File: src/rtl/instr_fetch_ctrl.sv
// ---------------------------------------------------------------------------
// instr_fetch_ctrl
// Purpose: sequential instruction fetch front end. A fetch PC addresses a
// combinational instruction ROM; each fetched {pc, instr} pair is queued in a
// 2-entry FIFO that the consumer drains with a valid/ready handshake.
// Redirects flush the queue and reload the PC, aligned down to a word.
//
// Ports:
//   clk_i          clock, rising edge
//   rst_i          asynchronous active-high reset
//   en_i           fetch enable (IDLE/RUN control)
//   redirect_i     branch/jump redirect strobe
//   redirect_pc_i  redirect target byte address
//   rom_addr_o     ROM byte address (the fetch PC)
//   rom_data_i     ROM read data for rom_addr_o, same cycle
//   instr_o        instruction at queue head (zero when empty)
//   pc_o           byte address of instr_o (zero when empty)
//   valid_o        queue head valid
//   ready_i        consumer accepts head this cycle
// ---------------------------------------------------------------------------
module instr_fetch_ctrl #(
    parameter int unsigned            ADDR_WIDTH = 10,
    parameter int unsigned            DATA_WIDTH = 32,
    parameter logic [ADDR_WIDTH-1:0]  RESET_PC   = '0
) (
    input  logic                  clk_i,
    input  logic                  rst_i,
    input  logic                  en_i,
    input  logic                  redirect_i,
    input  logic [ADDR_WIDTH-1:0] redirect_pc_i,
    output logic [ADDR_WIDTH-1:0] rom_addr_o,
    input  logic [DATA_WIDTH-1:0] rom_data_i,
    output logic [DATA_WIDTH-1:0] instr_o,
    output logic [ADDR_WIDTH-1:0] pc_o,
    output logic                  valid_o,
    input  logic                  ready_i
);

    localparam int unsigned DEPTH = 2;

    typedef enum logic {
        IDLE = 1'b0,
        RUN  = 1'b1
    } state_t;

    state_t                  state;
    logic [ADDR_WIDTH-1:0]   fetch_pc;
    logic [1:0]              count;
    logic                    rd_ptr;
    logic                    wr_ptr;
    logic [ADDR_WIDTH-1:0]   q_pc    [DEPTH];
    logic [DATA_WIDTH-1:0]   q_instr [DEPTH];

    logic                    pop;
    logic                    push;
    logic [ADDR_WIDTH-1:0]   redirect_aligned;

    // Handshake and fetch qualification; a pop frees a slot for the same-cycle push
    assign pop              = (count != 2'd0) & ready_i;
    assign push             = (state == RUN) & en_i & ~redirect_i &
                              ((count != 2'(DEPTH)) | pop);
    assign redirect_aligned = redirect_pc_i & ~ADDR_WIDTH'(3);

    // FSM, fetch PC and FIFO state
    always_ff @(posedge clk_i or posedge rst_i) begin
        if (rst_i) begin
            state      <= IDLE;
            fetch_pc   <= RESET_PC;
            count      <= 2'd0;
            rd_ptr     <= 1'b0;
            wr_ptr     <= 1'b0;
            q_pc[0]    <= '0;
            q_pc[1]    <= '0;
            q_instr[0] <= '0;
            q_instr[1] <= '0;
        end else begin
            state <= en_i ? RUN : IDLE;

            if (redirect_i) begin
                // Flush: a same-cycle pop has already completed, the rest is dropped
                count    <= 2'd0;
                rd_ptr   <= 1'b0;
                wr_ptr   <= 1'b0;
                fetch_pc <= redirect_aligned;
            end else begin
                if (push) begin
                    q_pc[wr_ptr]    <= fetch_pc;
                    q_instr[wr_ptr] <= rom_data_i;
                    wr_ptr          <= ~wr_ptr;
                    fetch_pc        <= fetch_pc + ADDR_WIDTH'(4);
                end
                if (pop) begin
                    rd_ptr <= ~rd_ptr;
                end
                case ({push, pop})
                    2'b10:   count <= count + 2'd1;
                    2'b01:   count <= count - 2'd1;
                    default: count <= count;
                endcase
            end
        end
    end

    // Outputs decoded directly from registered state; head reads zero when empty
    assign rom_addr_o = fetch_pc;
    assign valid_o    = (count != 2'd0);
    assign pc_o       = valid_o ? q_pc[rd_ptr]    : '0;
    assign instr_o    = valid_o ? q_instr[rd_ptr] : '0;

endmodule

File: config.mk
export PLATFORM = sky130hd
export DESIGN_NAME = instr_fetch_ctrl
export DESIGN_NICKNAME = d
export VERILOG_FILES = /design/src/rtl/instr_fetch_ctrl.sv
export SDC_FILE = /design/constraint.sdc
export NUM_CORES = 1
export LEC_CHECK = 0
export CAP_MARGIN = 20
export CORE_MARGIN = 10
export CORE_UTILIZATION = 50
export CTS_CLUSTER_DIAMETER = 200
export DETAILED_ROUTE_END_ITERATION = 7
export GPL_ROUTABILITY_DRIVEN = 0
export PLACE_DENSITY = 0.89
export SLEW_MARGIN = 20
export SYNTH_ARGS = -nofsm -noshare
export SYNTH_HDL_FRONTEND = slang
export SYNTH_SLANG_ARGS = --single-unit
File: constraint.sdc
create_clock -name clk_i -period 3.7 [get_ports clk_i]
set_input_delay 0.74 -clock clk_i [delete_from_list [all_inputs] [get_ports clk_i]]
set_output_delay 0.74 -clock clk_i [all_outputs]
set_load 0.03 [all_outputs]
# ---- Word-level counts from Yosys, hierarchy flattened
# Index checks and enable logic that the tools add are counted.
dict set report word_totals {
  register_bits 99
  inputBits 47
  output_inout_bits 53
  word_cells 57
}
dict set report classes {
  n_addsub 3
  order_cmp 3
  n_eq_ne 3
  mux 23
  n_bitwise 10
  reduce_logical 6
}
# operator n
set ops {}
lappend ops {{32-bit 2-to-1 mux} 5}
lappend ops {{10-bit 2-to-1 mux} 7}
lappend ops {{64-bit bitwise mux} 1}
lappend ops {{32-bit demux with 1-bit select} 1}
lappend ops {{20-bit bitwise mux} 1}
lappend ops {{10-bit by 3-bit adder with 10-bit output (second input constant)} 1}
lappend ops {{10-bit demux with 1-bit select} 1}
lappend ops {{2-bit nonzero test} 3}
lappend ops {{1-bit 2-to-1 mux} 5}
lappend ops {{1-bit AND} 4}
lappend ops {{2-bit greater-or-equal comparator (second input constant)} 2}
lappend ops {{1-bit NOT with 2-bit output} 2}
lappend ops {{2-bit one-hot mux with 2 select lines} 1}
lappend ops {{1-bit NOT} 3}
lappend ops {{3-bit nonzero test} 1}
lappend ops {{2-bit by 1-bit adder with 2-bit output (second input constant)} 1}
lappend ops {{2-bit by 1-bit == test with 1-bit output (second input constant)} 1}
lappend ops {{2-bit == test (second input constant)} 1}
lappend ops {{2-bit by 1-bit less-than comparator with 1-bit output (second input constant)} 1}
lappend ops {{2-bit 2-to-1 mux} 1}
lappend ops {{2-bit != test (second input constant)} 1}
lappend ops {{2-bit AND reduction} 1}
lappend ops {{2-bit by 1-bit subtractor with 2-bit output (second input constant)} 1}
lappend ops {{1-bit logical AND} 1}
lappend ops {{1-bit OR} 1}

# ---- Logic depth before layout (Yosys ltp)
dict set report logic_depth {
  depth_word 7
  ltp_mapped 5
  mapped_depth_nobuf 4
}

# ---- Worst setup path before layout
# Ideal clock, no wire load.
dict set report synth_timing {
  kind {reg-to-output}
  from {register rd_ptr}
  to {output instr_o[0]}
  t_arrival_ps 1247
  required_ps 2960
  setup_slack_ps 1713
  stages_incl_launch_ff 5
  path_buffers 2
  cell_sequence {dfrtp_1 -> clkbuf_1 -> buf_2 -> mux2i_1 -> nor2_1}
}
dict set report synth_between {
  elab_chain_cells 5
}
# item line
set synth_lines {}
lappend synth_lines {{start, declared} 49} ;# logic rd_ptr;
lappend synth_lines {{start signal, assigned} 93} ;# rd_ptr <= ~rd_ptr;
lappend synth_lines {{1-bit NOT with 2-bit output (not written as such)} 108} ;# assign instr_o = valid_o ? q_instr[rd_ptr] : '0;
lappend synth_lines {{32-bit 2-to-1 mux (not written as such) (3 in a row)} 108}
lappend synth_lines {{32-bit 2-to-1 mux} 108}
lappend synth_lines {{end, declared} 33} ;# output logic [DATA_WIDTH-1:0] instr_o,
# Every way passes these cells. The select of a mux whose other input is x is not followed.

# ---- Worst setup path in the final report
dict set report layout_timing {
  from {register rd_ptr}
  to {output instr_o[31]}
}
# Same word-level chain as after synthesis.

==> Flow_metrics.wiki <==
{| class="wikitable"
! Metric !! Value
|-
| Status || finished, final reports clean
|-
| Max Slew Vio Count || 0
|-
| Pre-Repair DR Iteration Count || 4
|-
| Setup total negative slack || 0 ns
|-
| RSZ-0062 raised after global routing || false
|-
| P&R area growth vs syn || 26.9%
|-
| Post-synthesis area per instance || 12.8 um2
|-
| Wire length per cell || 18.2 um
|-
| Worst reg-to-reg path cell count || 4
|-
| Via total after detailed routing || 3010
|-
| Residual DRC || 0
|-
| Total clock buffers created by CTS || 9
|-
| Hold Violations, Final || 0
|-
| Measured slew at the worst slew-check pin || 0.786 ns
|-
| Setup violations, final || 0
|-
| Share of the yosys chip area belonging to registers || 52.6%
|-
| FF+latch count, synth || 93
|-
| FF-to-FF Start || count[1]
|-
| Total of max-cap violations || 0
|-
| Data required time at the worst endpoint || 2.96 ns
|-
| Vias in the first global route || 3267
|-
| Reg2Reg Setup Slack || 1.61 ns
|-
| Clock-pin slew on the worst setup and hold paths || 0.10 ns
|-
| # IOs || 100
|-
| Pre-CTS setup slack || 0.805 ns
|-
| Library cells used by synthesis || 37
|-
| Yosys synthesis warning count || 0
|-
| Number of antenna violations at the first check in global routing || 0
|-
| Post-CTS setup buffer count || 0
|-
| Area of the mapped netlist || 4420 um2
|-
| Cell area power density || 482 nW/um2
|-
| Antenna-violating nets left || 0
|-
| Fin Clk Skew || 0.0106 ns
|-
| Critical Path Source Type || register
|-
| Number of enable-type register cells in the synthesized netlist || 0
|-
| Global Route Usage Sum || 15.6%
|-
| Clk Latency, worst-skew pair || 0.36 ns
|-
| Height of the die || 114 um
|-
| Hold Crit Start || q_instr[40]
|-
| Startpoint-to-endpoint class of the critical path || register to primary output
|-
| Antenna fix cells || 0
|-
| Dominant synthesized flop cell || sky130_fd_sc_hd__dfrtp_1
|-
| Number of I/O port buffers || 93
|-
| Overall die area || 13000 um2
|-
| Hold Path End || q_instr[40]
|-
| Final Cycle Share || 81.3%
|-
| Post-CTS sizing || 0
|-
| Initial core utilization || 51.0%
|-
| Clock sink count || 93
|-
| IR drop worst, VDD || 246 uV
|-
| Final hold slack || 0.506 ns
|-
| Normalized max-slew margin || 47.4%
|-
| Ratio of cells with drive above 1 in the final layout || 24.3%
|-
| Classification of the worst-slack hold path || register to register
|-
| Area inside the core boundary || 8680 um2
|-
| Highest-count cells in the layout ignoring fill and taps || 93 x sky130_fd_sc_hd__clkdlybuf4s50_1, 92 x sky130_fd_sc_hd__dfrtp_1, 72 x sky130_fd_sc_hd__mux2_2
|-
| H-Tree Depth || 3
|-
| Buffer levels on the longest clock path || 2
|-
| Pleak || 0.00228 uW
|-
| Row count || 34
|-
| Layout Utilization || 64.6%
|-
| Synth async-reset ratio || 100%
|-
| Half-perimeter wire length after detailed placement || 6920 um
|-
| TritonCTS clock tree || done
|-
| Number of instances in the synthesized netlist || 346
|-
| Die span in x || 114 um
|-
| Maximum number of pins on one net before global-route repair || 54
|-
| Total wirelength of the detailed-routed design || 10000 um
|-
| Instance count along the most critical hold path || 1
|-
| Global-route wire length before repair || 16400 um
|-
| Most common cell after layout, fill and taps aside || sky130_fd_sc_hd__clkdlybuf4s50_1
|-
| Top achievable clock speed || 333 MHz
|-
| Data arrival time of the critical path || 2.27 ns
|-
| Number of vias per cell || 5.48
|-
| Crit Path Max Fanout || 29
|-
| End of the worst register-to-register path || q_instr[56]
|-
| Violation count after the first detailed-route iteration || 128
|-
| Hold buffers post-CTS || 0
|-
| Worst setup EP type || primary output
|-
| Clock period minus final worst setup slack || 3.01 ns
|-
| Min setup slack post-route || 0.693 ns
|-
| Number of nets in the final layout || 484
|-
| Root Buffer || sky130_fd_sc_hd__clkbuf_8
|-
| GRT overflow || 0
|}
## area by class of cell
class                      count  area [um2]
clock buffer                   9         124
clock inverter                 7        65.1
fill                         672        3070
inverter                       4        16.3
multi-input combinational    227        1910
sequential                    93        2330
tap                          108         135
timing repair buffer         101        1030
## logic make-up after synthesis
kind of cell	after synthesis	share of synthesized area [%]
multiplexers	120	29.4
flip-flops	93	52.6
AND/OR/NAND/NOR	80	9.54
buffers and inverters	29	4.53
AO/OA/AOI/OAI	21	3.31
adder cells (fa/ha/maj)	1	0.283
other	1	0.0848
XOR/XNOR	1	0.198
## routing by layer
| metal | routed length, um | part of all wire, % | GRT usage, % |
|---|---|---|---|
| met1 | 4200 | 42 | 18.3 |
| met2 | 5050 | 50 | 26.4 |
| met3 | 622 | 6.2 | 4.72 |
| met4 | 135 | 1.4 | 5.26 |
| met5 | 0 | 0 | 0 |
## sequential cells by signal, indices dropped and copies added, names as in the netlist
signal,flops
q_instr,64
q_pc,16
rom_addr_o,8
count,2
rd_ptr,1
state,1
wr_ptr,1
## synth_stat cells (all sizes together) (2+ instances only)
cell type / n / area, um2
nand2: 5 / 18.8
nand4: 2 / 12.5
mux2: 80 / 901
nand3: 8 / 40.0
or4b: 3 / 30.0
nor2b: 3 / 18.8
nor2: 47 / 176
dfrtp: 93 / 2330
buf: 20 / 166
a22oi: 3 / 22.5
o31ai: 2 / 15.0
a31oi: 3 / 18.8
clkbuf: 5 / 18.8
o211ai: 3 / 22.5
or4: 5 / 37.5
o21ai: 5 / 25.0
inv: 3 / 11.3
mux2i: 40 / 400
## per-stage QoR
stage	cell area, um2	power [uW]	instances
6_report	5610	2700	549
5_1_grt	5610	2860	549
4_1_cts	5610	2730	549
3_5_place_dp	5420	2080	533
3_3_place_gp	5420	2030	533
2_1_floorplan	4430	1820	349
## worst max-delay path by stage
stage,slack [ns],to,startpoint
2_1_floorplan,0.54,count[0],rst_i
3_3_place_gp,0.86,q_instr[43],en_i
3_5_place_dp,0.81,q_instr[51],en_i
4_1_cts,0.66,instr_o[31],rd_ptr
5_1_grt,0.57,pc_o[4],rd_ptr
6_report,0.69,instr_o[31],rd_ptr
## report_power, final
group,total [uW],switching [uW],internal [uW]
registers,1370,134,1240
logic,674,311,363
clock network,656,393,262
## critical path, stage by stage, from the launching register on
cell and delay [ns]:
sky130_fd_sc_hd__dfrtp_2 0.65, sky130_fd_sc_hd__buf_12 0.29, sky130_fd_sc_hd__mux2i_1 0.12, sky130_fd_sc_hd__nor2_1 0.13
sky130_fd_sc_hd__clkdlybuf4s50_1 0.70
Power figures use the tool's default switching activity.
